## src/rtl/bmem_arbiter.sv

```systemverilog
// ----------------------------------------------------------------------------
// bmem_arbiter
//   Arbitrates instruction-side line reads and data-side line reads/writes
//   onto a single burst memory port. One transaction is in flight at a time.
//   The line is BUS_WIDTH*BURST_LEN bits and moves as BURST_LEN beats.
//
// Ports
//   clk, rst_n                 clock, asynchronous active-low reset
//   i_read, i_addr             I-side line read request (level) and address
//   i_rdata, i_resp            I-side returned line, one-cycle completion
//   d_read, d_write, d_addr    D-side line request (level) and address
//   d_wdata                    D-side write line, beat k at [k*BUS_WIDTH +: BUS_WIDTH]
//   d_rdata, d_resp            D-side returned line, one-cycle completion
//   mem_addr/read/write        registered burst command, held for the burst
//   mem_wdata                  current write beat
//   mem_rdata, mem_resp        beat data and per-beat valid from memory
//   error                      sticky protocol-error flag
//
// Configuration
//   BMEM_ARB_ROUND_ROBIN_EN    defined: ties go to the port not granted last.
//                              undefined: ties go to the D-side.
// ----------------------------------------------------------------------------
module bmem_arbiter #(
    parameter int unsigned BUS_WIDTH = 64,
    parameter int unsigned BURST_LEN = 4
) (
    input  logic                           clk,
    input  logic                           rst_n,
    input  logic                           i_read,
    input  logic [31:0]                    i_addr,
    output logic [BUS_WIDTH*BURST_LEN-1:0] i_rdata,
    output logic                           i_resp,
    input  logic                           d_read,
    input  logic                           d_write,
    input  logic [31:0]                    d_addr,
    input  logic [BUS_WIDTH*BURST_LEN-1:0] d_wdata,
    output logic [BUS_WIDTH*BURST_LEN-1:0] d_rdata,
    output logic                           d_resp,
    output logic [31:0]                    mem_addr,
    output logic                           mem_read,
    output logic                           mem_write,
    output logic [BUS_WIDTH-1:0]           mem_wdata,
    input  logic [BUS_WIDTH-1:0]           mem_rdata,
    input  logic                           mem_resp,
    output logic                           error
);
    localparam int unsigned LINE_WIDTH = BUS_WIDTH * BURST_LEN;
    localparam int unsigned CNT_W      = (BURST_LEN > 1) ? $clog2(BURST_LEN) : 1;
    localparam int unsigned OFF_W      = $clog2(LINE_WIDTH / 8);
    localparam logic [31:0] OFF_MASK   = 32'((64'd1 << OFF_W) - 64'd1);
    localparam logic [CNT_W-1:0] LAST_BEAT = CNT_W'(BURST_LEN - 1);

    typedef enum logic [1:0] {IDLE, READ, WRITE, DONE} state_e;

    state_e                  state_q, state_d;
    logic                    grant_d_q;      // 1: current transaction belongs to D-side
    logic [CNT_W-1:0]        beat_q;
    logic [31:0]             addr_q;
    logic [LINE_WIDTH-1:0]   line_q;         // write line, or read line under assembly
    logic [LINE_WIDTH-1:0]   line_beat;      // line_q with the incoming beat merged
    logic [LINE_WIDTH-1:0]   i_rdata_q, d_rdata_q;
    logic                    mem_read_q, mem_write_q, error_q;
    logic                    d_req, any_req, win_d, last_beat, err_set;
`ifdef BMEM_ARB_ROUND_ROBIN_EN
    logic                    last_d_q;       // last grant went to D-side
`endif

    assign d_req     = d_read | d_write;
    assign any_req   = i_read | d_req;
    assign last_beat = (beat_q == LAST_BEAT);

    always_comb begin
        win_d = d_req;
        if (i_read && d_req) begin
`ifdef BMEM_ARB_ROUND_ROBIN_EN
            win_d = ~last_d_q;
`else
            win_d = 1'b1;
`endif
        end
    end

    // Simultaneous d_read/d_write is served as a read.
    always_comb begin
        state_d = state_q;
        case (state_q)
            IDLE:        if (any_req) state_d = (win_d && d_write && !d_read) ? WRITE : READ;
            READ, WRITE: if (mem_resp && last_beat) state_d = DONE;
            DONE:        state_d = IDLE;
            default:     state_d = IDLE;
        endcase
    end

    always_comb begin
        line_beat = line_q;
        mem_wdata = '0;
        for (int unsigned k = 0; k < BURST_LEN; k++) begin
            if (beat_q == CNT_W'(k)) begin
                line_beat[k*BUS_WIDTH +: BUS_WIDTH] = mem_rdata;
                if (state_q == WRITE) mem_wdata = line_q[k*BUS_WIDTH +: BUS_WIDTH];
            end
        end
    end

    assign err_set = ((state_q == IDLE) && d_read && d_write) ||
                     (mem_resp && ((state_q == IDLE) || (state_q == DONE)));

    always_ff @(posedge clk or negedge rst_n) begin
        if (!rst_n) state_q <= IDLE;
        else        state_q <= state_d;
    end

    always_ff @(posedge clk or negedge rst_n) begin
        if (!rst_n) begin
            grant_d_q   <= 1'b0;
            beat_q      <= '0;
            addr_q      <= '0;
            line_q      <= '0;
            i_rdata_q   <= '0;
            d_rdata_q   <= '0;
            mem_read_q  <= 1'b0;
            mem_write_q <= 1'b0;
            error_q     <= 1'b0;
`ifdef BMEM_ARB_ROUND_ROBIN_EN
            last_d_q    <= 1'b1;
`endif
        end else begin
            case (state_q)
                IDLE: begin
                    if (any_req) begin
                        grant_d_q   <= win_d;
                        beat_q      <= '0;
                        addr_q      <= (win_d ? d_addr : i_addr) & ~OFF_MASK;
                        mem_read_q  <= (state_d == READ);
                        mem_write_q <= (state_d == WRITE);
                        if (state_d == WRITE) line_q <= d_wdata;
`ifdef BMEM_ARB_ROUND_ROBIN_EN
                        last_d_q    <= win_d;
`endif
                    end
                end
                READ: begin
                    if (mem_resp) begin
                        line_q <= line_beat;
                        beat_q <= beat_q + 1'b1;
                        // Publish the completed line on the edge taking the last beat
                        // so it is already valid during the resp cycle.
                        if (last_beat) begin
                            mem_read_q <= 1'b0;
                            if (grant_d_q) d_rdata_q <= line_beat;
                            else           i_rdata_q <= line_beat;
                        end
                    end
                end
                WRITE: begin
                    if (mem_resp) begin
                        beat_q <= beat_q + 1'b1;
                        if (last_beat) mem_write_q <= 1'b0;
                    end
                end
                default: ;
            endcase
            if (err_set) error_q <= 1'b1;
        end
    end

    assign mem_addr  = addr_q;
    assign mem_read  = mem_read_q;
    assign mem_write = mem_write_q;
    assign i_rdata   = i_rdata_q;
    assign d_rdata   = d_rdata_q;
    assign i_resp    = (state_q == DONE) && !grant_d_q;
    assign d_resp    = (state_q == DONE) &&  grant_d_q;
    assign error     = error_q;

endmodule
```

## config.mk

```make
export PLATFORM = sky130hd
export DESIGN_NAME = bmem_arbiter
export DESIGN_NICKNAME = d
export VERILOG_FILES = /design/src/rtl/bmem_arbiter.sv
export SDC_FILE = /design/constraint.sdc
export NUM_CORES = 2
export LEC_CHECK = 0
export ABC_CLOCK_PERIOD_IN_PS = 2700
export CAP_MARGIN = 40
export CORE_AREA = 4 4 385 387
export CTS_CLUSTER_DIAMETER = 120
export DETAILED_ROUTE_END_ITERATION = 10
export DIE_AREA = 0 0 389 391
export HOLD_SLACK_MARGIN = 0.06
export SLEW_MARGIN = 20
export SYNTH_ARGS = -nofsm -noshare
export SYNTH_HDL_FRONTEND = slang
export SYNTH_SLANG_ARGS = --single-unit
```

## constraint.sdc

```tcl
create_clock -name clk -period 2.7 [get_ports clk]
set_clock_uncertainty 0.2 [all_clocks]
set_input_delay 0.54 -clock clk [delete_from_list [all_inputs] [get_ports clk]]
set_output_delay 0.54 -clock clk [all_outputs]
set_load 0.02 [all_outputs]
```

Word-level counts from Yosys, hierarchy flattened
Cells that the tools add are included.
W data, S select, Z words.
- $add $sub $neg: 1
- eq/ne operators: 15
- multiplexer cells: 31
- bitwise gates (word level): 3
- reduce and logical (&&, ||, !) cells: 26
- operators by type and width (kind ; count):
    $mux W256 ; 3
    $mux W64 ; 12
    $pmux W256 S2 ; 1
    $mux W32 ; 1
    $reduce_and A4 Y1 ; 5
    $eq A2 B2 Y1 const B ; 5
    $mux W2 ; 5
    $ne A2 B2 Y1 const B ; 5
    $logic_and A1 B1 Y1 ; 9
    $eq A2 B1 Y1 const B ; 3
    $pmux W2 S3 ; 1
    $reduce_bool A2 Y1 ; 3
    $mux W1 ; 5
    $logic_not A2 Y1 ; 2
    $ne A2 B1 Y1 const B ; 2
    $pmux W1 S2 ; 2
    $pmux W2 S2 ; 1
    $reduce_and A3 Y1 ; 1
    $add A2 B1 Y2 const B ; 1
    $logic_not A1 Y1 ; 2
    $logic_or A1 B1 Y1 ; 2
    $or A1 B1 Y1 ; 2
    $reduce_and A2 Y1 ; 1
    $reduce_or A2 Y1 ; 1
    $not A1 Y1 ; 1
- bits in registers: 803
- bits of input ports: 390
- output and inout port bits: 613

Longest topological paths before layout
- word-level depth: 12
- gate-level depth with buffers: 11

Worst setup path before layout
No wires, ideal clock.
- kind: flip-flop to output port
- start point: register beat_q[0]
- end point: output port mem_wdata[34]
- data arrival time: 1975 ps
- data required time: 1960 ps
- setup slack: -15 ps
- cell stages (with the launch flop): 10
- path buffers: 3
- cells stage by stage: dfrtp_1 inv_1 ha_1 clkbuf_1 inv_1 clkbuf_1 buf_1 o21a_1 a22oi_1 nor2b_1
- word-level cells in the longest chain between the ends: 8
- elaborated cells on any way between the ends: 11
- those cells by class: eq/ne: 3; mux: 7; reduce/logical: 1
- ends and longest elaborated chain (item ; RTL line ; text):
    start, declared ; 57 ; logic [CNT_W-1:0] beat_q;
    start signal, assigned ; 145 ; beat_q <= beat_q + 1'b1;
    start signal, assigned ; 157 ; beat_q <= beat_q + 1'b1;
    $logic_not A2 Y1 ; 98 ; if (beat_q == CNT_W'(k)) begin
    $mux W64 ; 98 ;
    $mux W64 ; 100 ; if (state_q == WRITE) mem_wdata = line_q[k*BUS_WIDTH +: BUS_WIDTH];
    $mux W64 ; 98 ;
    $mux W64 ; 100 ;
    $mux W64 ; 98 ;
    $mux W64 ; 100 ;
    $mux W64 (*) ; 98 ;
    end, declared ; 42 ; output logic [BUS_WIDTH-1:0] mem_wdata,
Mark *: on every way between the ends. The rest lies on a longest branch, timed or not.

Worst setup path in the final report
- start point: register beat_q[0]
- end point: output port mem_wdata[60]
The elaborated chain is that of the path after synthesis.

==> impl_metrics.tcl <==
set metrics [dict create \
    placement.io_buffers 987 \
    worstSetupStartpointType "register" \
    yosys_register_bits 803 \
    post-route-util_pct 38.15 \
    clock_sinks 803 \
    nNetsFinal 4988 \
    synth_ff_type "sky130_fd_sc_hd__dfrtp_1" \
    htree_levels 3 \
    dpl_hpwl_mm 133.9 \
    hold_ws_ns 0.1323 \
    maxSlewHeadroom_pct 43.13 \
    synthDominantAreaCellType "sky130_fd_sc_hd__dfrtp_1" \
    route.detailed.drc 0 \
    final-max-slew-violation-count 0 \
    netlist_area_sq_um 35970 \
    multiInputGateArea_sq_um 14970 \
    setup_violations 64 \
    fraction_of_final_layout_cells_sized_beyond_drive_strength_1_pct 16.56 \
    fp.dieH_um 391 \
    tritoncts_clock_tree "yes" \
    violations "setup timing" \
    vdd_drop_max_mv 0.6069 \
    num_vias 33880 \
    drt-total-wl_mm 184.0 \
    grt_antenna_before_repair 54 \
    ctsLongestPathBuffers 3 \
    path_class "reg -> out" \
    finalWeightedCongestion 0.9009 \
    routed_via_density 5.123 \
    timing.critical_path.arrival_ns 2.65 \
    outcome "complete, but fails checks" \
    synth-edff-count 0 \
    final.period_utilization_pct 125.7 \
    postLayoutSetupSlackWorst_ns -0.6928 \
    min_path_type "in -> async" \
    maxCapViolations 0 \
    cts_bufs_inserted 91 \
    critical_path_required_ns 1.96 \
    yosysMostFrequentCell "sky130_fd_sc_hd__dfrtp_1" \
    die-width_um 389 \
    proportion_of_synthesized_chip_area_in_sequential_cells_pct 55.86 \
    synthesis.area_per_instance_sq_um 10.21 \
    clk_transition_reported_paths_ns 0.06 \
    top_level_ports 1003 \
    ys_async_sr_fraction_pct 100.0 \
    die_area_sq_um 152100 \
    grtUsageTotal_pct 23.14 \
    synth_warnings 0 \
    antenna_left 0 \
    p_leak_nw 23.13 \
    period_needed_ns 3.393 \
    first_pass_grt_wire_length_mm 255.9 \
    largest_net_degree_at_the_start_of_global_routing 117 \
    synth_cell_types 40 \
    fillCellCount 14240 \
    initial_core_util_pct 24.83 \
    grt-ovfl-total 0 \
    worstMarginPinSlew_ns 0.8294 \
    drtIter0Drc 2829 \
    timing.critical_path.to_type "output pin" \
    std_cell_rows 140 \
    crit_path_max_fanout 7 \
    synthCells 3522 \
    synth.top_cells.by_area "sky130_fd_sc_hd__dfrtp_1 (56%), sky130_fd_sc_hd__mux2i_1 (7.9%), sky130_fd_sc_hd__nand2_1 (6.4%)" \
    setup_total_negative_slack_ns -36.05 \
    cts_root_buffer "sky130_fd_sc_hd__clkbuf_16" \
    first_global_vias 33610 \
    fp.coreArea_sq_um 144900 \
    insertion_delay_ns 0.72 \
    final_hold_viol_count 0 \
    unrepaired_setup_endpoints_after_global_routing "true" \
    drt_pre_antenna_iters 7 \
    seqCellArea_sq_um 20090 \
    post-synth-top-area-fraction_pct 55.86 \
    synth_commonest_cells "sky130_fd_sc_hd__dfrtp_1 (803), sky130_fd_sc_hd__nand2_1 (610), sky130_fd_sc_hd__o21ai_0 (424), sky130_fd_sc_hd__mux2i_1 (283), sky130_fd_sc_hd__clkbuf_1 (260)" \
    routedWlPerCell_um 27.83 \
    area.growth.synth_to_final_pct 53.64 \
    achievable-frequency_mhz 294.7 \
    power_density_of_the_placed_cells_nw_per_um2 1259 \
]
flip-flops by register name, indices dropped and copies added (netlist names):
register   cells
line_q       256
d_rdata      256
error          1
mem_read       1
state_q        2
i_rdata      256
mem_write      1
grant_d_q      1
mem_addr      27
beat_q         2
stage by stage:
stage	worst slack, ns	power [mW]	cells	cell area, sq um
2_1_floorplan	0.06688	35.91	3526	36110
3_3_place_gp	-0.2707	52.56	6315	49950
6_report	-0.6928	69.61	6613	55270
4_1_cts	-0.7796	68.91	6558	54640
5_1_grt	-0.7987	72.86	6601	55240
3_5_place_dp	-0.2946	52.95	6315	49950
placed cells by master (no fill, tap or decap), types with 10 or more instances in the layout:
cell type	instances
sky130_fd_sc_hd__a21oi_1	36
sky130_fd_sc_hd__a21oi_2	22
sky130_fd_sc_hd__a21oi_4	12
sky130_fd_sc_hd__a22oi_2	54
sky130_fd_sc_hd__a2bb2oi_1	252
sky130_fd_sc_hd__buf_12	106
sky130_fd_sc_hd__buf_16	20
sky130_fd_sc_hd__buf_4	224
sky130_fd_sc_hd__buf_6	71
sky130_fd_sc_hd__clkbuf_1	21
sky130_fd_sc_hd__clkbuf_16	96
sky130_fd_sc_hd__clkbuf_8	21
sky130_fd_sc_hd__clkdlybuf4s50_1	903
sky130_fd_sc_hd__clkinv_2	16
sky130_fd_sc_hd__dfrtp_1	803
sky130_fd_sc_hd__diode_2	33
sky130_fd_sc_hd__dlygate4sd2_1	13
sky130_fd_sc_hd__inv_1	10
sky130_fd_sc_hd__mux2i_1	283
sky130_fd_sc_hd__nand2_1	605
sky130_fd_sc_hd__nor2b_2	56
sky130_fd_sc_hd__o21a_1	60
sky130_fd_sc_hd__o21ai_0	364
sky130_fd_sc_hd__o21ai_1	224
sky130_fd_sc_hd__o21ai_2	15
sky130_fd_sc_hd__o22ai_1	256
where the power goes:
group / internal, mW / switching [mW]
logic: 16.7 / 20.0
registers: 16.5 / 3.82
clock network: 7.20 / 5.46
total: 40.3 / 29.3
routing by layer:
layer	GRT usage, %	wire length [um]
met3	6.652	15760
met1	28.10	71830
met2	38.23	87490
met4	10.20	8809
met5	0	149
area by class of cell:
| type | instances | area share [%] |
|---|---|---|
| Tap cell | 1917 | 4.340 |
| Inverter | 14 | 0.1222 |
| Clock buffer | 134 | 4.831 |
| Sequential cell | 803 | 36.36 |
| Clock inverter | 33 | 0.6338 |
| Timing Repair Buffer | 1356 | 26.49 |
| Multi-Input combinational cell | 2323 | 27.08 |
| Antenna cell | 33 | 0.1494 |
logic make-up after synthesis:
family | Yosys count | share of synthesized area (%)
compound gates | 1324 | 23.08
flops | 803 | 55.86
simple gates | 702 | 7.958
buf+inv | 400 | 4.904
mux | 283 | 7.874
fa+ha+maj | 9 | 0.3130
other cells | 1 | 0.01042
final timing paths:
kind	end	start	depth (start not counted)	slack [ns]
max	mem_wdata[60]	beat_q[0]	9	-0.69
min	d_rdata[197]	rst_n	2	0.13
max reg2reg	d_rdata[67]	beat_q[1]	6	0.12
min reg2reg	d_rdata[92]	d_rdata[92]	2	0.27
max in group asynchronous	d_rdata[192]	rst_n	4	1.17
min in group clk	mem_addr[21]	d_addr[21]	3	0.27
worst max-delay path: stages (launching register included):
cell and delay (ns):
sky130_fd_sc_hd__dfrtp_1 0.40, sky130_fd_sc_hd__buf_6 0.14, sky130_fd_sc_hd__ha_4 0.23, sky130_fd_sc_hd__buf_16 0.17, sky130_fd_sc_hd__buf_16 0.15, sky130_fd_sc_hd__nor2b_4 0.17, sky130_fd_sc_hd__a221oi_2 0.09, sky130_fd_sc_hd__o31ai_2 0.27
sky130_fd_sc_hd__and2_4 0.21, sky130_fd_sc_hd__buf_6 0.12
what timing repair did:
action                     in CTS  in global routing
hold buffers                    1                  0
buffers inserted               58                 28
setup endpoints to repair      79                 66
pin swaps                      26                 54
hold endpoints to repair      507                  0
cloned                         19                  4
resized for setup             460                114
No activity file was read; power rests on OpenSTA's default activity.
